**src/rtl/uart_pkg.sv**
```systemverilog
// Shared UART definitions: frame state encoding and data width.
package uart_pkg;

    typedef enum logic [2:0] {
        IDLE   = 3'd0,
        START  = 3'd1,
        DATA   = 3'd2,
        PARITY = 3'd3,
        STOP   = 3'd4
    } uart_state_e;

    localparam int UART_DATA_BITS = 8;

endpackage

```
**src/rtl/uart_tx_ctrl_piso.sv**
```systemverilog
// Tx_PISO: parallel-in/serial-out shift register, LSB first, zero-filling on shift.
module Tx_PISO
    import uart_pkg::*;
(
    input  logic                      clk,
    input  logic                      piso_reset,
    input  logic                      Load_data,
    input  logic                      shift,
    input  logic [UART_DATA_BITS-1:0] Data_in,
    output logic                      Data_out
);

    logic [UART_DATA_BITS-1:0] sreg_q;
    logic [UART_DATA_BITS-1:0] sreg_d;

    always_comb begin
        sreg_d = sreg_q;
        if (Load_data) begin
            sreg_d = Data_in;
        end else if (shift) begin
            sreg_d = {1'b0, sreg_q[UART_DATA_BITS-1:1]};
        end
    end

    always_ff @(posedge clk or negedge piso_reset) begin
        if (!piso_reset) begin
            sreg_q <= '0;
        end else begin
            sreg_q <= sreg_d;
        end
    end

    assign Data_out = sreg_q[0];

endmodule

```
**src/rtl/uart_tx_ctrl.sv**
```systemverilog
// UART transmit controller: baud timing, frame FSM and strobes for Tx_PISO.
// Optional even-parity bit enabled by defining UART_TX_PARITY_EN.
module uart_tx_ctrl
    import uart_pkg::*;
#(
    parameter int CLKS_PER_BIT = 868
) (
    input  logic                      clk,
    input  logic                      tx_reset,
    input  logic                      tx_start,
    input  logic [UART_DATA_BITS-1:0] tx_data_in,
    output logic                      tx_out,
    output logic                      tx_busy,
    output logic                      tx_done
);

    localparam int CW = $clog2(CLKS_PER_BIT);
    localparam logic [CW-1:0] TC_VAL = CW'(CLKS_PER_BIT - 1);

    uart_state_e state_q, state_d;
    logic [CW-1:0] cnt_q, cnt_d;
    logic [2:0]    idx_q, idx_d;
    logic          busy_q, busy_d;
    logic          done_q, done_d;
    logic          tc;
    logic          load;
    logic          shift;
    logic          piso_out;
`ifdef UART_TX_PARITY_EN
    logic          parity_q, parity_d;
`endif

    Tx_PISO u_piso (
        .clk        (clk),
        .piso_reset (tx_reset),
        .Load_data  (load),
        .shift      (shift),
        .Data_in    (tx_data_in),
        .Data_out   (piso_out)
    );

    always_comb begin
        state_d = state_q;
        cnt_d   = cnt_q;
        idx_d   = idx_q;
        load    = 1'b0;
        shift   = 1'b0;
        tc      = (cnt_q == TC_VAL);
        if (state_q != IDLE) begin
            cnt_d = tc ? '0 : cnt_q + CW'(1);
        end
        case (state_q)
            IDLE: begin
                if (tx_start) begin
                    load    = 1'b1;
                    state_d = START;
                    cnt_d   = '0;
                end
            end
            START: begin
                if (tc) begin
                    state_d = DATA;
                    idx_d   = '0;
                end
            end
            DATA: begin
                if (tc) begin
                    shift = 1'b1;
                    idx_d = idx_q + 3'd1;
                    if (idx_q == 3'd7) begin
`ifdef UART_TX_PARITY_EN
                        state_d = PARITY;
`else
                        state_d = STOP;
`endif
                    end
                end
            end
`ifdef UART_TX_PARITY_EN
            PARITY: begin
                if (tc) begin
                    state_d = STOP;
                end
            end
`endif
            STOP: begin
                if (tc) begin
                    state_d = IDLE;
                end
            end
            default: state_d = IDLE;
        endcase
        // Outputs are registered, so decode them from the upcoming state/count.
        busy_d = (state_d != IDLE);
        done_d = (state_d == STOP) && (cnt_d == TC_VAL);
    end

`ifdef UART_TX_PARITY_EN
    assign parity_d = load ? ^tx_data_in : parity_q;
`endif

    always_ff @(posedge clk or negedge tx_reset) begin
        if (!tx_reset) begin
            state_q  <= IDLE;
            cnt_q    <= '0;
            idx_q    <= '0;
            busy_q   <= 1'b0;
            done_q   <= 1'b0;
`ifdef UART_TX_PARITY_EN
            parity_q <= 1'b0;
`endif
        end else begin
            state_q  <= state_d;
            cnt_q    <= cnt_d;
            idx_q    <= idx_d;
            busy_q   <= busy_d;
            done_q   <= done_d;
`ifdef UART_TX_PARITY_EN
            parity_q <= parity_d;
`endif
        end
    end

    always_comb begin
        case (state_q)
            IDLE:    tx_out = 1'b1;
            START:   tx_out = 1'b0;
            DATA:    tx_out = piso_out;
`ifdef UART_TX_PARITY_EN
            PARITY:  tx_out = parity_q;
`endif
            STOP:    tx_out = 1'b1;
            default: tx_out = 1'b1;
        endcase
    end

    assign tx_busy = busy_q;
    assign tx_done = done_q;

endmodule

```
**config.mk**
```make
export PLATFORM = sky130hd
export DESIGN_NAME = uart_tx_ctrl
export DESIGN_NICKNAME = d
export VERILOG_FILES = /design/src/rtl/uart_pkg.sv /design/src/rtl/uart_tx_ctrl_piso.sv /design/src/rtl/uart_tx_ctrl.sv
export SDC_FILE = /design/constraint.sdc
export NUM_CORES = 1
export LEC_CHECK = 0
export CORE_UTILIZATION = 56
export DETAILED_ROUTE_END_ITERATION = 10
export HOLD_SLACK_MARGIN = 0.06
export PLACE_DENSITY = 0.78
export SLEW_MARGIN = 20
export SYNTH_ARGS = -nofsm -noshare
export SYNTH_HDL_FRONTEND = slang
export SYNTH_HIERARCHICAL = 1
export SYNTH_SLANG_ARGS = --single-unit
```
**constraint.sdc**
```tcl
create_clock -name clk -period 2.5 [get_ports clk]
set_clock_uncertainty 0.05 [all_clocks]
set_input_delay 0.375 -clock clk [delete_from_list [all_inputs] [get_ports clk]]
set_output_delay 0.375 -clock clk [all_outputs]
set_load 0.02 [all_outputs]
```
==> results of run 1 <==
==> worst register-to-register path: stages, from the launching register on <==
cell	delay, ns
dfrtp_1	0.59
nor3_4	0.55
nor2_1	0.17
nor3b_1	0.20
o21ai_0	0.12
a2111oi_2	0.36
==> layout by cell type (no fill, tap or decap), types with 2 or more instances in the layout <==
master	synthesis	routed
nand2b_1	2	2
xnor2_1	7	7
ha_1	3	3
nand2_1	20	20
buf_4	3	3
nand3_1	4	4
dfrtp_1	26	26
nand3b_1	6	6
nor3b_1	4	4
a21o_1	2	2
o31ai_1	2	2
o21ai_1	8	8
inv_1	2	2
a32oi_1	2	2
nor3_1	6	6
xor2_1	3	3
clkbuf_4	0	3
clkdlybuf4s50_1	0	13
o21a_1	2	2
o21ai_0	3	3
nor2_1	14	14
nor2b_1	2	2
mux2i_1	9	9
==> layout make-up <==
| class | instances | area, sq um |
|---|---|---|
| Fill cell | 206 | 856 |
| Tap cell | 30 | 37.5 |
| Multi-Input combinational cell | 119 | 805 |
| Clock buffer | 4 | 36.3 |
| Inverter | 2 | 7.51 |
| Timing Repair Buffer | 16 | 153 |
| Sequential cell | 26 | 651 |
==> registers in the layout, indices dropped and copies added, names as in the netlist <==
signal,cells
cnt_q,10
u_piso/sreg_q,8
idx_q,3
state_q,3
tx_busy,1
tx_done,1
==> metal layers <==
metal	up-vias	track usage [%]	share of wire, %
met5	-	0	0
met4	0	2.56	0
met3	0	3.33	3.9
met2	24	31.7	45
met1	539	30.7	51
li1	573	-	-
==> kinds of logic (layout without fill, tap and decap cells) <==
family,Yosys count,in the layout,synth area share [%]
compound gates,28,28,13.3
xor+xnor,10,10,5.66
buf+inv,13,22,5.91
mux,10,10,6.55
flops,26,26,42.1
simple gates,68,68,24.1
fa+ha+maj,3,3,2.43
==> worst paths after layout <==
path                                                     end  slack, ns  depth (start not counted)
worst max register to register             tx_done$_DFF_PN0_       0.37                          5
max in group asynchronous       u_piso/sreg_q[6]$_DFFE_PN0P_       1.80                          2
min in group clk                        idx_q[1]$_DFFE_PN0P_       0.50                          2
worst min-delay path                      cnt_q[8]$_DFF_PN0_       0.35                          2
worst max-delay path                                  tx_out       0.17                          3
worst min register to register          idx_q[1]$_DFFE_PN0P_       0.50                          2
==> report_power, final <==
part | total [W] | switching [W] | internal, W
Clock | 0.000215 | 0.000126 | 0.0000890
Sequential | 0.000421 | 0 | 0.000421
Combinational | 0.0000252 | 0.0000104 | 0.0000148
==> per-stage QoR <==
step	total power, W	utilization (%)	std cells	instance area [sq um]	hold slack [ns]
6_report	0.000661	66.4	197	1690	0.347
4_1_cts	0.000672	66.4	197	1690	0.350
3_3_place_gp	0.000454	64.9	193	1650	0.450
3_5_place_dp	0.000454	64.9	193	1650	0.464
5_1_grt	0.000686	66.4	197	1690	0.401
2_1_floorplan	0.000429	-	158	1550	0.0294
==> Yosys cell counts (2+ instances only) <==
cell type	count	area, sq um
a21o_1	2	15.0
a32oi_1	2	17.5
buf_4	3	22.5
buf_6	4	45.0
clkbuf_1	3	11.3
dfrtp_1	26	651
ha_1	3	37.5
inv_1	2	7.51
mux2i_1	9	90.1
nand2_1	20	75.1
nand2b_1	2	12.5
nand3_1	4	20.0
nand3b_1	6	45.0
nor2_1	14	52.6
nor2b_1	2	12.5
nor3_1	6	30.0
nor3b_1	4	30.0
o21a_1	2	15.0
o21ai_0	3	15.0
o21ai_1	8	40.0
o31ai_1	2	15.0
xnor2_1	7	61.3
xor2_1	3	26.3
==> results.toml, run 1 <==
[outcome]
status = "finished clean"

[detailed_routing]
num_vias = 1136
via_per_inst = 5.77
drt_iter0_markers = 27
drc_errors = 0
antenna_left = 0
wirelength_um = 2660
wl_per_cell_um = 13.5
drt_pass1_iterations = 4

[clocking]
cts_resized = 0
clock_latency_ns = 0.32
clockBufferDepth = 2
cts.clk_slew.worst_paths_ns = 0.14
cts_sinks = 26
cts_tree = "built"
cts_root_buffer = "clkbuf_4"
post_cts_buffers = 0
h-tree-depth = 1
cts_buffers = 3
holdBufCountCts = 0

[pwr]
ir_drop_mv = 0.329
pwr_density_cell_nw_per_um2 = 391
leakage_nw = 0.639

[sta]
slew_viol_final = 0
max_freq_ghz = 0.428
layout_min_cycle_time_ns = 2.33
tightest_slew_ns = 0.535
finalSetupViolations = 0
layout_setup_ws_ns = 0.166
relSlewSlack_pct = 64.2
setup_tns_ns = 0
rsz0062_at_grt = "no"
finalHoldViolations = 0
finalCritPeriodShare_pct = 93.4

[critical_path]
endpoint_kind = "output pin"
worstPathMaxFanout = 17
crit_type = "reg2out"
cp.arrival_ns = 1.91
cp.required_ns = 2.08
cp-start-kind = "flop"
r2r-start = "state_q[1]$_DFF_PN0_"
path_buf_inv = 1
slowest_stage = "clkdlybuf4s50_1"
cp-startpoint = "state_q[0]$_DFF_PN0_"
critPathMaxStageDelay_ns = 0.61
crit_path_cell_trace = "nor2b_1 > o21bai_1 > clkdlybuf4s50_1"
cp_top_family = "buffers and inverters"

[die]
die_y_um = 54.6
dieWidth_um = 54.6
io_pins = 14
dieArea_sq_um = 2980
rows = 18
initial_core_util_pct = 60.8
core_sq_um = 2540

[synth]
synth.yosys.warnings = 6
synth_edf_count = 0
postSynthAreaPerCell_sq_um = 9.79
ys.flop_type = "dfrtp_1"
netlist_instances = 158
synthArstFlopShare_pct = 100
synth_seq_cells = 26
syn-cell-area_sq_um = 1550
syn-num-nets = 172
ys_seq_area_share_pct = 42.1
synth_cell_types = 44

[final_layout]
diodes = 0
drive_gt1_share_pct = 8.98
syn_to_final_growth_pct = 9.22
nets = 182

[hold_path]
worstHoldPathType = "in2async"

[global_route]
track_usage_pct = 20.5
overflow = 0
grt_antenna_before_repair = 0
grt_pass1_wl_um = 4390
grt_pass1_vias = 1002
grt_max_degree = 27

[placement]
dp_slack_ns = 0.403
place.gp.congestion = 0.892
portBuffers = 13
dpl.hpwl_um = 1950

[flow_run]
maxCapViolations = 0
Note: power is estimated with default switching activity, not from simulation.
==> run 2, diff against run 1 <==
--- a/config.mk
+++ b/config.mk
@@ -5,7 +5,9 @@
 export SDC_FILE = /design/constraint.sdc
 export NUM_CORES = 1
 export LEC_CHECK = 0
+export ABC_AREA = 1
 export CORE_UTILIZATION = 56
+export CTS_CLUSTER_DIAMETER = 150
 export DETAILED_ROUTE_END_ITERATION = 10
 export HOLD_SLACK_MARGIN = 0.06
 export PLACE_DENSITY = 0.78
==> results.toml, run 2 <==
[outcome]
status = "finished clean"

[critical_path]
cp.required_ns = 2.08
endpoint_kind = "output pin"
cp-start-kind = "flop"
crit_type = "reg2out"
ff2ff_setup_slack_ns = 0.69
worstPathMaxFanout = 4
cp.arrival_ns = 1.97

[die]
rows = 18
initial_core_util_pct = 59.8
dieWidth_um = 53.7
dieArea_sq_um = 2880
die_y_um = 53.7
io_pins = 14
core_sq_um = 2500

[clocking]
cts_root_buffer = "clkbuf_4"
cts_sinks = 26
holdBufCountCts = 0
post_cts_buffers = 0
cts_tree = "built"
clockBufferDepth = 2
cts_buffers = 3
cts_resized = 0
cts.clk_slew.worst_paths_ns = 0.14
clock_latency_ns = 0.32
h-tree-depth = 1

[global_route]
overflow = 0
grt_max_degree = 27
grt_pass1_vias = 1172
grt_pass1_wl_um = 4980
track_usage_pct = 24.5
grt_antenna_before_repair = 0

[detailed_routing]
antenna_left = 0
drt_iter0_markers = 43
wl_per_cell_um = 13.2
num_vias = 1302
via_per_inst = 5.49
wirelength_um = 3130
drt_pass1_iterations = 4
drc_errors = 0

[final_layout]
drive_gt1_share_pct = 13.0
layout_commonest_cell = "nand2_1"
largest_reg_flops = 10
final_cell_area_sq_um = 1700
diodes = 0
layout_common_cells = "53 x nand2_1, 32 x nand3_1, 26 x dfrtp_1"
regMostFlops = "cnt_q"
syn_to_final_growth_pct = 13.7
nets = 222
top_regs = "cnt_q: 10 flops, u_piso/sreg_q: 8 flops"

[synth]
postSynthAreaPerCell_sq_um = 7.82
synth_cell_types = 26
netlist_instances = 191
synth_seq_cells = 26
synth_top_area_share_pct = 43.6
synth.yosys.warnings = 6
ys_seq_area_share_pct = 43.6
yosys-top-cells-count = "53 x nand2_1, 32 x nand3_1, 26 x dfrtp_1, 19 x inv_1, 12 x nor2_1"
syn-num-nets = 205
synthArstFlopShare_pct = 100
ys.flop_type = "dfrtp_1"
yosysTopAreaCell = "dfrtp_1"
yosys.cell_count.top_type = "nand2_1"
synth_area_leaders = "dfrtp_1 44%, nand2_1 13%, nand3_1 11%"
syn-cell-area_sq_um = 1490
synth_edf_count = 0

[sta]
slew_viol_final = 0
finalCritPeriodShare_pct = 96.0
layout_min_cycle_time_ns = 2.40
whs_ns = 0.343
finalSetupViolations = 0
setup_tns_ns = 0
rsz0062_at_grt = "no"
layout_setup_ws_ns = 0.101
max_freq_ghz = 0.417
finalHoldViolations = 0
tightest_slew_ns = 0.408
relSlewSlack_pct = 72.8

[pwr]
leakage_nw = 0.868
ir_drop_mv = 0.417
pwr_density_cell_nw_per_um2 = 432

[placement]
dpl.hpwl_um = 2300
place.gp.congestion = 0.814
placed_area_sq_um = 1650
portBuffers = 13
dp_slack_ns = 0.508

[flow_run]
maxCapViolations = 0

[hold_path]
worstHoldPathType = "in2async"
==> run 2: cell types whose count changed after synthesis, sizes merged, moves of 7 or more <==
| cell | previous run | this run |
|---|---|---|
| xnor2 | 7 | 0 |
| nand3 | 4 | 32 |
| nand4 | 1 | 8 |
| inv | 2 | 23 |
| mux2i | 9 | 0 |
| o21ai | 12 | 4 |
| nand2 | 20 | 59 |
==> run 2: worst paths after layout <==
path                                               from                            to  cells past startpoint
max reg2reg                        state_q[1]$_DFF_PN0_  u_piso/sreg_q[1]$_DFFE_PN0P_                      8
min in group clk           u_piso/sreg_q[7]$_DFFE_PN0P_  u_piso/sreg_q[7]$_DFFE_PN0P_                      2
min                                            tx_reset            cnt_q[3]$_DFF_PN0_                      2
max in group asynchronous                      tx_reset            cnt_q[1]$_DFF_PN0_                      2
max                                state_q[2]$_DFF_PN0_                        tx_out                      6
min reg2reg                u_piso/sreg_q[7]$_DFFE_PN0P_  u_piso/sreg_q[7]$_DFFE_PN0P_                      2
==> run 2: layer usage <==
metal	vias to the layer above	share of wire, %	track usage, %
li1	658	-	-
met1	602	46	31.3
met2	38	48	42.5
met3	4	5.1	3.39
met4	0	0.96	7.89
met5	-	0	0
==> run 2: cells by family after synthesis <==
logic type | after synthesis | synth area share (%)
simple gates | 122 | 40.0
flops | 26 | 43.6
buf+inv | 26 | 7.79
compound gates | 14 | 6.11
fa+ha+maj | 3 | 2.51
==> run 2: area by class of cell <==
class                           instances  area, sq um
Timing Repair Buffer                   15          145
Clock buffer                            3         22.5
Clock inverter                          1         30.0
Sequential cell                        26          651
Fill cell                             207          801
Inverter                               23         86.3
Tap cell                               30         37.5
Multi-Input combinational cell        139          727
==> run 2: critical path: stages, from the launching register on <==
cell and delay [ns]:
dfrtp_1 0.43, inv_1 0.13, nand3_1 0.17, inv_1 0.15, nand2_1 0.07, o21ai_0 0.08, clkdlybuf4s50_1 0.63
==> run 2: power by group <==
group	internal, W	total [W]	switching [W]
registers	0.000421	0.000421	0
logic	0.0000145	0.0000244	0.00000994
clock network	0.000162	0.000289	0.000126
==> run 2: metrics by stage <==
step	cells	utilization (%)	power, W
final	237	68.0	0.000734
after global routing	237	68.0	0.000757
after CTS	237	68.0	0.000747
after detailed placement	233	65.9	0.000454
after global placement	233	65.9	0.000453
after floorplan	191	-	0.000429
==> run 3, diff against run 2 <==
--- a/config.mk
+++ b/config.mk
@@ -6,11 +6,13 @@
 export NUM_CORES = 1
 export LEC_CHECK = 0
 export ABC_AREA = 1
+export CORE_ASPECT_RATIO = 1.4
 export CORE_UTILIZATION = 56
 export CTS_CLUSTER_DIAMETER = 150
 export DETAILED_ROUTE_END_ITERATION = 10
 export HOLD_SLACK_MARGIN = 0.06
 export PLACE_DENSITY = 0.78
+export SETUP_SLACK_MARGIN = 0.05
 export SLEW_MARGIN = 20
 export SYNTH_ARGS = -nofsm -noshare
 export SYNTH_HDL_FRONTEND = slang
==> constraint.sdc (replaced) <==
create_clock -name clk -period 2.21 [get_ports clk]
set_clock_uncertainty 0.05 [all_clocks]
set_input_delay 0.3315 -clock clk [delete_from_list [all_inputs] [get_ports clk]]
set_output_delay 0.3315 -clock clk [all_outputs]
set_load 0.02 [all_outputs]
==> results.toml, run 3 (synthesis results as in run 2) <==
[clocking]
holdBufCountCts = 0
cts_root_buffer = "clkbuf_4"
h-tree-depth = 1
cts.clk_slew.worst_paths_ns = 0.13
cts_sinks = 26
clock_latency_ns = 0.32
clockBufferDepth = 2
cts_tree = "built"
cts_buffers = 3

[die]
initial_core_util_pct = 60.5
die_y_um = 63.1
dieWidth_um = 45.7
core_sq_um = 2470
rows = 21
dieArea_sq_um = 2880
io_pins = 14

[detailed_routing]
antenna_left = 0
drt_iter0_markers = 53
via_per_inst = 5.50
wl_per_cell_um = 12.7
wirelength_um = 3050
drt_pass1_iterations = 4
num_vias = 1320
drc_errors = 0

[outcome]
status = "finished clean"

[sta]
setup_tns_ns = 0
relSlewSlack_pct = 71.5
finalCritPeriodShare_pct = 91.2
max_freq_ghz = 0.496
finalHoldViolations = 0
tightest_slew_ns = 0.428
layout_min_cycle_time_ns = 2.02
rsz0062_at_grt = "no"
finalSetupViolations = 0
whs_ns = 0.304
slew_viol_final = 0

[global_route]
grt_pass1_vias = 1310
grt_antenna_before_repair = 0
grt_pass1_wl_um = 5200
grt_max_degree = 27
overflow = 0
track_usage_pct = 24.5

[placement]
portBuffers = 13
dpl.hpwl_um = 2340
place.gp.congestion = 0.862

[critical_path]
crit_type = "reg2out"
path_buf_inv = 1
worstPathMaxFanout = 4
cp_top_family = "flip-flops"
critPathMaxStageDelay_ns = 0.44
cp.required_ns = 1.83
crit_path_cell_trace = "nor3_1 > o21ai_0 > dlygate4sd2_1"
slowest_stage = "dfrtp_1"
endpoint_kind = "output pin"
cp.arrival_ns = 1.63
cp-start-kind = "flop"

[pwr]
power_switching_w = 0.000147
p_total_w = 0.000703
leakage_nw = 0.859
pwr_density_cell_nw_per_um2 = 420
switching_share_pct = 20.9
power.internal_w = 0.000556
ir_drop_mv = 0.270
pwr-share-clk_pct = 28.4
p_seq_share_pct = 67.7
combPwrFrac_pct = 3.9

[final_layout]
diodes = 0
syn_to_final_growth_pct = 12.0
top_regs = "cnt_q: 10 flops, u_piso/sreg_q: 8 flops"
nets = 222
drive_gt1_share_pct = 12.6
largest_reg_flops = 10
layout_commonest_cell = "nand2_1"
layout_common_cells = "53 x nand2_1, 32 x nand3_1, 26 x dfrtp_1"
regMostFlops = "cnt_q"

[flow_run]
maxCapViolations = 0

[hold_path]
worstHoldPathType = "in2async"
[run 3: cell types whose count changed in the layout (fill, tap and decap cells not counted)]
cell,change
bufinv_16,-1
clkdlybuf4s50_1,-1
dlygate4sd2_1,+1
[run 3: metrics by stage]
step | worst slack (ns) | std cells | area (sq um) | utilization [%]
after CTS | 0.187 | 240 | 1670 | 67.7
after floorplan | 0.616 | 191 | 1490 | -
final | 0.194 | 240 | 1670 | 67.7
after detailed placement | 0.314 | 237 | 1650 | 66.9
after global routing | 0.119 | 240 | 1670 | 67.7
after global placement | 0.344 | 237 | 1650 | 66.9
[run 3: final timing paths]
path                                              startpoint                            to  slack [ns]  cells past startpoint
worst min-delay path                                tx_reset            cnt_q[2]$_DFF_PN0_        0.30                      2
min in group clk                u_piso/sreg_q[5]$_DFFE_PN0P_  u_piso/sreg_q[5]$_DFFE_PN0P_        0.45                      2
worst max register to register            cnt_q[1]$_DFF_PN0_  u_piso/sreg_q[6]$_DFFE_PN0P_        0.29                      9
max in group asynchronous                           tx_reset            cnt_q[4]$_DFF_PN0_        1.55                      2
worst max-delay path                    state_q[1]$_DFF_PN0_                        tx_out        0.19                      3
worst min register to register  u_piso/sreg_q[5]$_DFFE_PN0P_  u_piso/sreg_q[5]$_DFFE_PN0P_        0.45                      2
[run 3: cell type report]
class | count | area (sq um)
Fill cell | 230 | 797
Multi-Input combinational cell | 139 | 727
Sequential cell | 26 | 651
Timing Repair Buffer | 15 | 144
Inverter | 23 | 86.3
Tap cell | 34 | 42.5
Clock buffer | 3 | 22.5
[run 3: timing repair]
item / in CTS / in global routing
gates resized for setup: 1 / 0
setup endpoints to repair: 1 / 0
setup buffers: 0 / 0
[run 3: per-layer routing]
metal / up-vias / share of wire (%) / GRT usage [%]
met5: - / 0 / 0
met3: 9 / 3.4 / 2.01
met4: 0 / 2.7 / 12.1
met1: 622 / 39 / 28.3
met2: 37 / 54 / 42.9
li1: 652 / - / -
[run 3: worst register-to-register path, cell delays in order (launching register included)]
cell	delay [ns]
dfrtp_1	0.45
ha_1	0.32
nand2_1	0.09
nor2_1	0.16
nand3_1	0.12
nor2_1	0.22
buf_4	0.23
nor2_8	0.06
nand2_1	0.08
nand3_1	0.06
[run 3: power by group through the flow]
| stage | Clock, W | Combinational (W) | Sequential (W) |
|---|---|---|---|
| 3_3_place_gp | 0 | 0.0000280 | 0.000485 |
| 3_5_place_dp | 0 | 0.0000289 | 0.000485 |
| 4_1_cts | 0.000207 | 0.0000289 | 0.000476 |
| 5_1_grt | 0.000225 | 0.0000314 | 0.000476 |
| 6_report | 0.000200 | 0.0000277 | 0.000476 |
| 2_1_floorplan | 0 | 0.0000000210 | 0.000485 |
